### config.mk
export PLATFORM = sky130hd
export DESIGN_NAME = adder_seq_ctrl
export DESIGN_NICKNAME = d
export VERILOG_FILES = /design/src/rtl/adder_seq_pkg.sv /design/src/rtl/adder_seq_ctrl_arbiter.sv /design/src/rtl/adder_seq_ctrl.sv
export SDC_FILE = /design/constraint.sdc
export NUM_CORES = 1
export LEC_CHECK = 0
export ABC_CLOCK_PERIOD_IN_PS = 1730
export BUFFER_PORTS_ARGS = -buffer_cell sky130_fd_sc_hd__buf_2
export CAP_MARGIN = 30
export CORE_MARGIN = 5
export CORE_UTILIZATION = 44
export CTS_CLUSTER_DIAMETER = 40
export DETAILED_ROUTE_END_ITERATION = 6
export PLACE_DENSITY = 0.87
export SYNTH_ARGS = -nofsm -noshare
export SYNTH_HDL_FRONTEND = slang
export SYNTH_SLANG_ARGS = --single-unit
### constraint.sdc
create_clock -name wb_clk_i -period 1.73 [get_ports wb_clk_i]
set_input_delay 0.346 -clock wb_clk_i [delete_from_list [all_inputs] [get_ports wb_clk_i]]
set_output_delay 0.346 -clock wb_clk_i [all_outputs]
set_load 0.005 [all_outputs]
### src/rtl/adder_seq_pkg.sv
// Shared types and constants for the adder sequencing controller.
package adder_seq_pkg;

  localparam int unsigned DEFAULT_WIDTH = 32;
  localparam int unsigned CNT_W         = 4;

  typedef enum logic [1:0] {
    ST_IDLE = 2'd0,
    ST_EXEC = 2'd1,
    ST_RESP = 2'd2
  } state_t;

  typedef logic grant_id_t;

endpackage

### src/rtl/adder_seq_ctrl_arbiter.sv
// Two-way round-robin arbiter: a lone requester wins, on contention the one
// that did not win last time wins. Purely combinational.
module rr_arbiter2
  import adder_seq_pkg::*;
(
  input  logic       valid0,
  input  logic       valid1,
  input  grant_id_t  last_grant,
  output logic [1:0] grant,
  output grant_id_t  grant_id
);

  always_comb begin
    grant    = '0;
    grant_id = 1'b0;
    unique case ({valid1, valid0})
      2'b01:   grant_id = 1'b0;
      2'b10:   grant_id = 1'b1;
      2'b11:   grant_id = ~last_grant;
      default: grant_id = 1'b0;
    endcase
    if (valid0 || valid1) begin
      grant = grant_id ? 2'b10 : 2'b01;
    end
  end

endmodule

### src/rtl/adder_seq_ctrl.sv
// Shares one external adder between two requesters: accept, hold operands for
// ADD_LAT cycles, capture, respond. ADDER_SEQ_SUB_EN adds per-request subtract.
module adder_seq_ctrl
  import adder_seq_pkg::*;
#(
  parameter int unsigned WIDTH   = DEFAULT_WIDTH,
  parameter int unsigned ADD_LAT = 2
) (
  input  logic             wb_clk_i,
  input  logic             wb_rst_i,
  input  logic             req0_valid,
  output logic             req0_ready,
  input  logic [WIDTH-1:0] req0_a,
  input  logic [WIDTH-1:0] req0_b,
  input  logic             req0_cin,
`ifdef ADDER_SEQ_SUB_EN
  input  logic             req0_sub,
  input  logic             req1_sub,
`endif
  input  logic             req1_valid,
  output logic             req1_ready,
  input  logic [WIDTH-1:0] req1_a,
  input  logic [WIDTH-1:0] req1_b,
  input  logic             req1_cin,
  output logic             rsp0_valid,
  input  logic             rsp0_ready,
  output logic [WIDTH-1:0] rsp0_sum,
  output logic             rsp0_cout,
  output logic             rsp1_valid,
  input  logic             rsp1_ready,
  output logic [WIDTH-1:0] rsp1_sum,
  output logic             rsp1_cout,
  output logic [WIDTH-1:0] add_a,
  output logic [WIDTH-1:0] add_b,
  output logic             add_cin,
  input  logic [WIDTH-1:0] add_sum,
  input  logic             add_cout,
  output logic             busy
);

  localparam logic [CNT_W-1:0] LAST_CNT = CNT_W'(ADD_LAT - 1);

  state_t           state;
  grant_id_t        last_grant;
  grant_id_t        gid;
  logic [CNT_W-1:0] cnt;
  logic [WIDTH-1:0] op_a;
  logic [WIDTH-1:0] op_b;
  logic             op_cin;
  logic [WIDTH-1:0] res_sum;
  logic             res_cout;

  logic [1:0]       arb_grant;
  grant_id_t        arb_id;
  logic             accept;
  logic [WIDTH-1:0] sel_a;
  logic [WIDTH-1:0] sel_b;
  logic             sel_cin;
  logic             sel_sub;
  logic             rsp_ready_sel;

  rr_arbiter2 u_arb (
    .valid0     (req0_valid),
    .valid1     (req1_valid),
    .last_grant (last_grant),
    .grant      (arb_grant),
    .grant_id   (arb_id)
  );

  assign req0_ready = (state == ST_IDLE) && arb_grant[0];
  assign req1_ready = (state == ST_IDLE) && arb_grant[1];
  assign accept     = req0_ready || req1_ready;

  // Subtraction is folded in at accept time (b inverted, cin forced), so the
  // operand registers always hold exactly what the adder sees.
  always_comb begin
    sel_a   = arb_id ? req1_a   : req0_a;
    sel_b   = arb_id ? req1_b   : req0_b;
    sel_cin = arb_id ? req1_cin : req0_cin;
`ifdef ADDER_SEQ_SUB_EN
    sel_sub = arb_id ? req1_sub : req0_sub;
`else
    sel_sub = 1'b0;
`endif
    if (sel_sub) begin
      sel_b   = ~sel_b;
      sel_cin = 1'b1;
    end
  end

  assign rsp_ready_sel = gid ? rsp1_ready : rsp0_ready;

  always_ff @(posedge wb_clk_i) begin
    if (!wb_rst_i) begin
      state      <= ST_IDLE;
      last_grant <= 1'b1;
      gid        <= 1'b0;
      cnt        <= '0;
      op_a       <= '0;
      op_b       <= '0;
      op_cin     <= 1'b0;
      res_sum    <= '0;
      res_cout   <= 1'b0;
    end else begin
      unique case (state)
        ST_IDLE: begin
          if (accept) begin
            op_a       <= sel_a;
            op_b       <= sel_b;
            op_cin     <= sel_cin;
            gid        <= arb_id;
            last_grant <= arb_id;
            cnt        <= '0;
            state      <= ST_EXEC;
          end
        end
        ST_EXEC: begin
          cnt <= cnt + CNT_W'(1);
          if (cnt == LAST_CNT) begin
            res_sum  <= add_sum;
            res_cout <= add_cout;
            state    <= ST_RESP;
          end
        end
        ST_RESP: begin
          if (rsp_ready_sel) begin
            state <= ST_IDLE;
          end
        end
        default: state <= ST_IDLE;
      endcase
    end
  end

  assign add_a      = op_a;
  assign add_b      = op_b;
  assign add_cin    = op_cin;
  assign busy       = (state != ST_IDLE);
  assign rsp0_valid = (state == ST_RESP) && (gid == 1'b0);
  assign rsp1_valid = (state == ST_RESP) && (gid == 1'b1);
  assign rsp0_sum   = res_sum;
  assign rsp0_cout  = res_cout;
  assign rsp1_sum   = res_sum;
  assign rsp1_cout  = res_cout;

  // A pending request must keep valid and operands until it is accepted.
  a_req0_hold: assert property (@(posedge wb_clk_i) disable iff (!wb_rst_i)
    (req0_valid && !req0_ready) |=>
      (req0_valid && $stable(req0_a) && $stable(req0_b) && $stable(req0_cin)));
  a_req1_hold: assert property (@(posedge wb_clk_i) disable iff (!wb_rst_i)
    (req1_valid && !req1_ready) |=>
      (req1_valid && $stable(req1_a) && $stable(req1_b) && $stable(req1_cin)));

endmodule

== Word-level counts from Yosys, hierarchy flattened ==
Cells that the tools add are included.

* Register bits after elaboration: 106
* Bits in latches: 0
* RAM bits: 0
* Bits in read-only memories: 0
* Output and inout port bits: 136
* Memories: 0

* $add $sub $neg: 1
* $mul: 0
* Divide/modulo/power cells: 0
* Order comparisons: 0
* Equal/unequal tests: 8
* Shift operators: 0
* Multiplexer cells: 13
* Bitwise gates (word level): 2
* Reductions and logical operators: 13

{| class="wikitable"
|+ Operator list
! cell !! number
|-
| 2-to-1 mux 32 bit || 2
|-
| 2-to-1 mux 2 bit || 5
|-
| case mux 4 bit (2 select lines) || 1
|-
| == test 2 bit, second input constant || 3
|-
| != test 2 bit, second input constant || 3
|-
| case mux 2 bit (3 select lines) || 1
|-
| AND reduction 2 bit || 3
|-
| adder 4 x 1 -> 4 bit, second input constant || 1
|-
| == test 4 x 1 -> 1 bit, second input constant || 1
|-
| logical AND 1 bit || 4
|-
| 2-to-1 mux 4 bit || 1
|-
| nonzero test 2 bit || 2
|-
| AND reduction 3 bit || 1
|-
| == test 2 x 1 -> 1 bit, second input constant || 1
|-
| logical NOT 2 bit || 1
|-
| logical OR 1 bit || 2
|-
| 2-to-1 mux 1 bit || 2
|-
| inverter 1 bit || 2
|-
| case mux 1 bit (2 select lines) || 1
|}

== Depth between registers and ports, before layout ==
* Depth in word-level cells: 8
* Depth in mapped cells: 7
* Depth with buffers taken out: 4

== Cells and area by module ==
A second synthesis with hierarchy kept.

* Cells, all modules: 526
* Area total of the unflattened synthesis: 5151.2 sq um

{| class="wikitable"
|+ Modules (own cells, without submodules)
! module !! times used !! cells an instance !! area each (sq um) !! sequential area each (sq um)
|-
| adder_seq_ctrl || 1 || 522 || 5124.9 || 2122.0
|-
| rr_arbiter2 || 1 || 4 || 26.3 || 0.0
|}

== Least setup slack after synthesis ==
No wires, ideal clock.

* Path type: input to register
* From: in req1_valid
* To: reg state[0]
* Setup time: 115 ps
* Arrival time: 1392 ps
* Data required time: 1615 ps
* Path slack: 223 ps
* Stages on the path: 7
* Buffers on the path: 4
* Cells stage by stage: or2_1 -> buf_2 -> and2_1 -> buf_2 -> buf_6 -> buf_6 -> o21a_1

* Cells in the longest elaborated chain, start to end: 8
* Elaborated cells on any way between the ends: 11
* Those cells by class: 3 x eq/ne; 3 x mux; 5 x reduce/logical

{| class="wikitable"
|+ Ends and longest elaborated chain
! what !! RTL line !! text
|-
| start: declaration || adder_seq_ctrl.sv:20 || <nowiki>input logic req1_valid,</nowiki>
|-
| == test 2 bit || adder_seq_ctrl_arbiter.sv:16 || <nowiki>unique case ({valid1, valid0})</nowiki>
|-
| case mux 1 bit (2 select lines) || adder_seq_ctrl_arbiter.sv:16 ||
|-
| 2-to-1 mux 2 bit || adder_seq_ctrl_arbiter.sv:23 || <nowiki>grant = grant_id ? 2'b10 : 2'b01;</nowiki>
|-
| 2-to-1 mux 2 bit (*) || adder_seq_ctrl_arbiter.sv:22 || <nowiki>if (valid0 || valid1) begin</nowiki>
|-
| logical AND 1 bit (on tied branches) || adder_seq_ctrl.sv:70, adder_seq_ctrl.sv:71 ||
|-
| logical OR 1 bit (*) || adder_seq_ctrl.sv:72 || <nowiki>assign accept = req0_ready || req1_ready;</nowiki>
|-
| != test 2 bit (no line) (*) || n/a ||
|-
| AND reduction 3 bit (no line) (*) || n/a ||
|-
| end signal: assignment || adder_seq_ctrl.sv:95 || <nowiki>state <= ST_IDLE;</nowiki>
|-
| end signal: assignment || adder_seq_ctrl.sv:114 || <nowiki>state <= ST_EXEC;</nowiki>
|-
| end signal: assignment || adder_seq_ctrl.sv:122 || <nowiki>state <= ST_RESP;</nowiki>
|-
| end: declaration || adder_seq_ctrl.sv:43 || <nowiki>state_t state;</nowiki>
|}

Mark *: on every way between the ends. The rest lies on a longest branch, timed or not.
A chain may end at the register's enable or synchronous reset.

== Worst setup path after layout ==
* From: reg state[0]
* To: out req0_ready

* Cells in the longest elaborated chain, start to end: 2

{| class="wikitable"
|+ Ends and longest elaborated chain
! what !! RTL line !! text
|-
| logical NOT 2 bit || adder_seq_ctrl.sv:70 || <nowiki>assign req0_ready = (state == ST_IDLE) && arb_grant[0];</nowiki>
|-
| logical AND 1 bit || adder_seq_ctrl.sv:70 ||
|-
| end: declaration || adder_seq_ctrl.sv:12 || <nowiki>output logic req0_ready,</nowiki>
|}

No other way between the ends.

==> metrics.md <==
| Metric | Value |
|---|---|
| Status | `finished, final reports clean` |
| Clk buf depth | `2` |
| First-pass GRT wire length | `25.6 mm` |
| Placed wire-length estimate | `12.2 mm` |
| Yosys top cell area share | `41.8%` |
| PwrDens | `948 nW/um2` |
| Count leader, synth | `nand2_1` |
| Leak Pwr | `3.31 nW` |
| Netlist Area Pre-Place | `5080 um2` |
| Die Span Y | `117 um` |
| Cell Chain, Critical Path | `or3b_4, a21oi_2, buf_2` |
| CP endpoint kind | `primary output` |
| Number of global-route vias before repair | `5,086` |
| First-pass DRT Iterations | `4` |
| RSZ-0062 raised after global routing | `yes` |
| DP Worst Slack | `0.0833 ns` |
| Clock Skews | `0.00692 ns` |
| Post-layout instance area | `6850 um2` |
| Port Buffers | `304` |
| Routed len/inst | `16.6 um` |
| FF+latch count, synth | `106` |
| Antenna viol nets, final | `0` |
| VDD IR max | `0.478 mV` |
| CP max stage cell | `or3b_4` |
| GR Overflow Total | `0` |
| Ys async rst share | `0%` |
| Nets | `1,012` |
| Layout area overhead | `34.9%` |
| Final hold viol count | `0` |
| EDFF count, synth | `0` |
| Routability cong. | `0.814` |
| Initial DRC count | `289` |
| Kind of critical path | `flip-flop to primary output` |
| Synthesized area per cell | `8.46 um2` |
| Setup Viol. Count Final | `0` |
| CTS tree | `done` |
| WP data arrival | `1.33 ns` |
| Skew-Pair Late Insertion Delay | `0.33 ns` |
| Post-Route WL | `16.4 mm` |
| Num rows | `39` |
| I/O pin cnt | `305` |
| Dpl cell area | `6500 um2` |
| Peak Freq | `596 MHz` |
| Share of layout cells above drive strength 1 | `44.6%` |
| Vias/cell | `5.32` |
| CP required | `1.38 ns` |
| Yosys warnings | `0` |
| Core area | `11,400 um2` |
| HP Class | `input pin to flip-flop` |
| Max-Cap Viols | `0` |
| R2r setup slk | `0.24 ns` |
| Fin crit share | `96.9%` |
| Synth cell types | `34` |
| Setup TNS | `0 ns` |
| CTS Hold Buffers Added | `0` |
| Post-route DRC | `0` |
| Register area share after synthesis | `41.8%` |
| H-tree depth | `3` |
| Synth Flop Type | `dfxtp_1` |
| Starting Density | `44.7%` |
| Die W | `117 um` |
| Fin worst setup slack | `0.0528 ns` |
| Worst Max-Slew Pin Slew | `0.559 ns` |
| # fillers | `991` |
| Dominant cells by area after synthesis | `dfxtp_1, nand2_1, a311oi_2` |
| Vias | `5,262` |
| Largest net degree at the start of global routing | `73` |
| Max-slew violation count | `0` |
| CP Max Fanout | `7` |
| Cell taking the most area after synthesis | `dfxtp_1` |
| Clock root buffer | `clkbuf_16` |
| Instance count of the mapped netlist | `600` |
| Clk slew on worst S/H paths | `0.07 ns` |
| Die ar. | `13,800 um2` |
| CTS Sinks | `106` |
| Post-synth top cells | `nand2_1, dfxtp_1, a21oi_1, clkbuf_1, buf_4` |
| Slew margin rel. | `62.8%` |
| All-Layer GR Usage | `22.2%` |
| Crit start category | `flip-flop` |
| Mapped Nets | `771` |
| Initial antenna violation count | `2` |
| Num CTS Buffers | `9` |
| Final hold slack | `0.252 ns` |
| Min Clock Period, post-route | `1.68 ns` |
| Crit-path max cell delay | `0.42 ns` |
==> metrics by stage <==
step	util, %	cells	power, mW
finish	60.2	990	6.49
global route	60.2	990	6.81
floorplan	-	600	3.69
detailed placement	57.2	973	4.33
global placement	57.2	973	4.30
CTS	60.1	988	6.55
==> registers in the layout, indices dropped and copies added, names as in the netlist <==
name	flops
rsp0_cout	1
cnt	4
add_cin	1
gid	1
rsp0_sum	32
add_a	32
state	2
last_grant	1
add_b	32
==> layout by cell type, fill, tap and decap left out, types with 2 or more instances in the layout <==
cell type   instances
buf_2             304
nand2_1           201
dfxtp_1           103
a21oi_1            68
a311oi_1           36
mux2i_1            33
a311oi_2           29
clkbuf_16           9
buf_12              9
buf_4               6
nor2_1              5
inv_1               4
o21a_1              3
diode_2             2
nor3b_1             2
mux2_2              2
ha_1                2
clkbuf_8            2
bufinv_16           2
clkinvlp_4          2
dfxtp_2             2
==> worst max-delay path: cells and delay by family, from the launching register on <==
family	cells	cell delay, ns
and+or+nand+nor	1	0.42
DFF	1	0.36
buffers and inverters	1	0.12
AOI/OAI and AO/OA	1	0.10
==> path summary, 6_finish.rpt <==
path	start	endpoint	cells past startpoint
hold reg to reg	rsp0_cout	rsp0_cout	2
setup / recovery	state[0]	req0_ready	3
setup reg to reg	state[1]	rsp0_sum[1]	4
hold / removal	add_sum[4]	rsp0_sum[4]	3
==> final cells by class <==
type	count	area (um2)	share of cell area, %
Antenna cell	2	5.00	0.0731
Clock buffer	11	253	3.69
Clock inverter	4	75.1	1.10
Inverter	5	18.8	0.274
Multi-Input combinational cell	400	2440	35.7
Sequential cell	106	2130	31.1
Tap cell	143	179	2.61
Timing Repair Buffer	319	1750	25.5
==> cell families after synthesis <==
logic type                 Yosys count  synth area share (%)
adders and majority gates            2                 0.493
muxes                               35                  6.95
buffers and inverters               94                  10.5
DFF                                106                  41.8
xor gates and xnor gates             1                 0.173
and+or+nand+nor                    218                  16.8
AOI/OAI and AO/OA                  144                  23.2
==> where the power goes <==
| part | leakage (nW) | internal [mW] | switching [mW] |
|---|---|---|---|
| clock | 0.154 | 1.34 | 0.877 |
| combinational | 2.28 | 0.679 | 0.784 |
| sequential | 0.873 | 2.67 | 0.142 |
| total | 3.31 | 4.69 | 1.80 |
==> routing by layer <==
layer  vias to the layer above  part of all wire, %  track usage, %
met5                         -                    0               0
li1                       2546                    -               -
met4                         0                  1.8            6.96
met2                       229                   52            39.5
met3                        25                  8.6            7.17
met1                      2462                   38            25.0
==> timing repair <==
action,in CTS,in global routing
resized for setup,4,2
setup endpoints to repair,2,1
gates cloned,0,0
buffers inserted,0,0
pin swaps,0,1
Power figures use the tool's default switching activity.
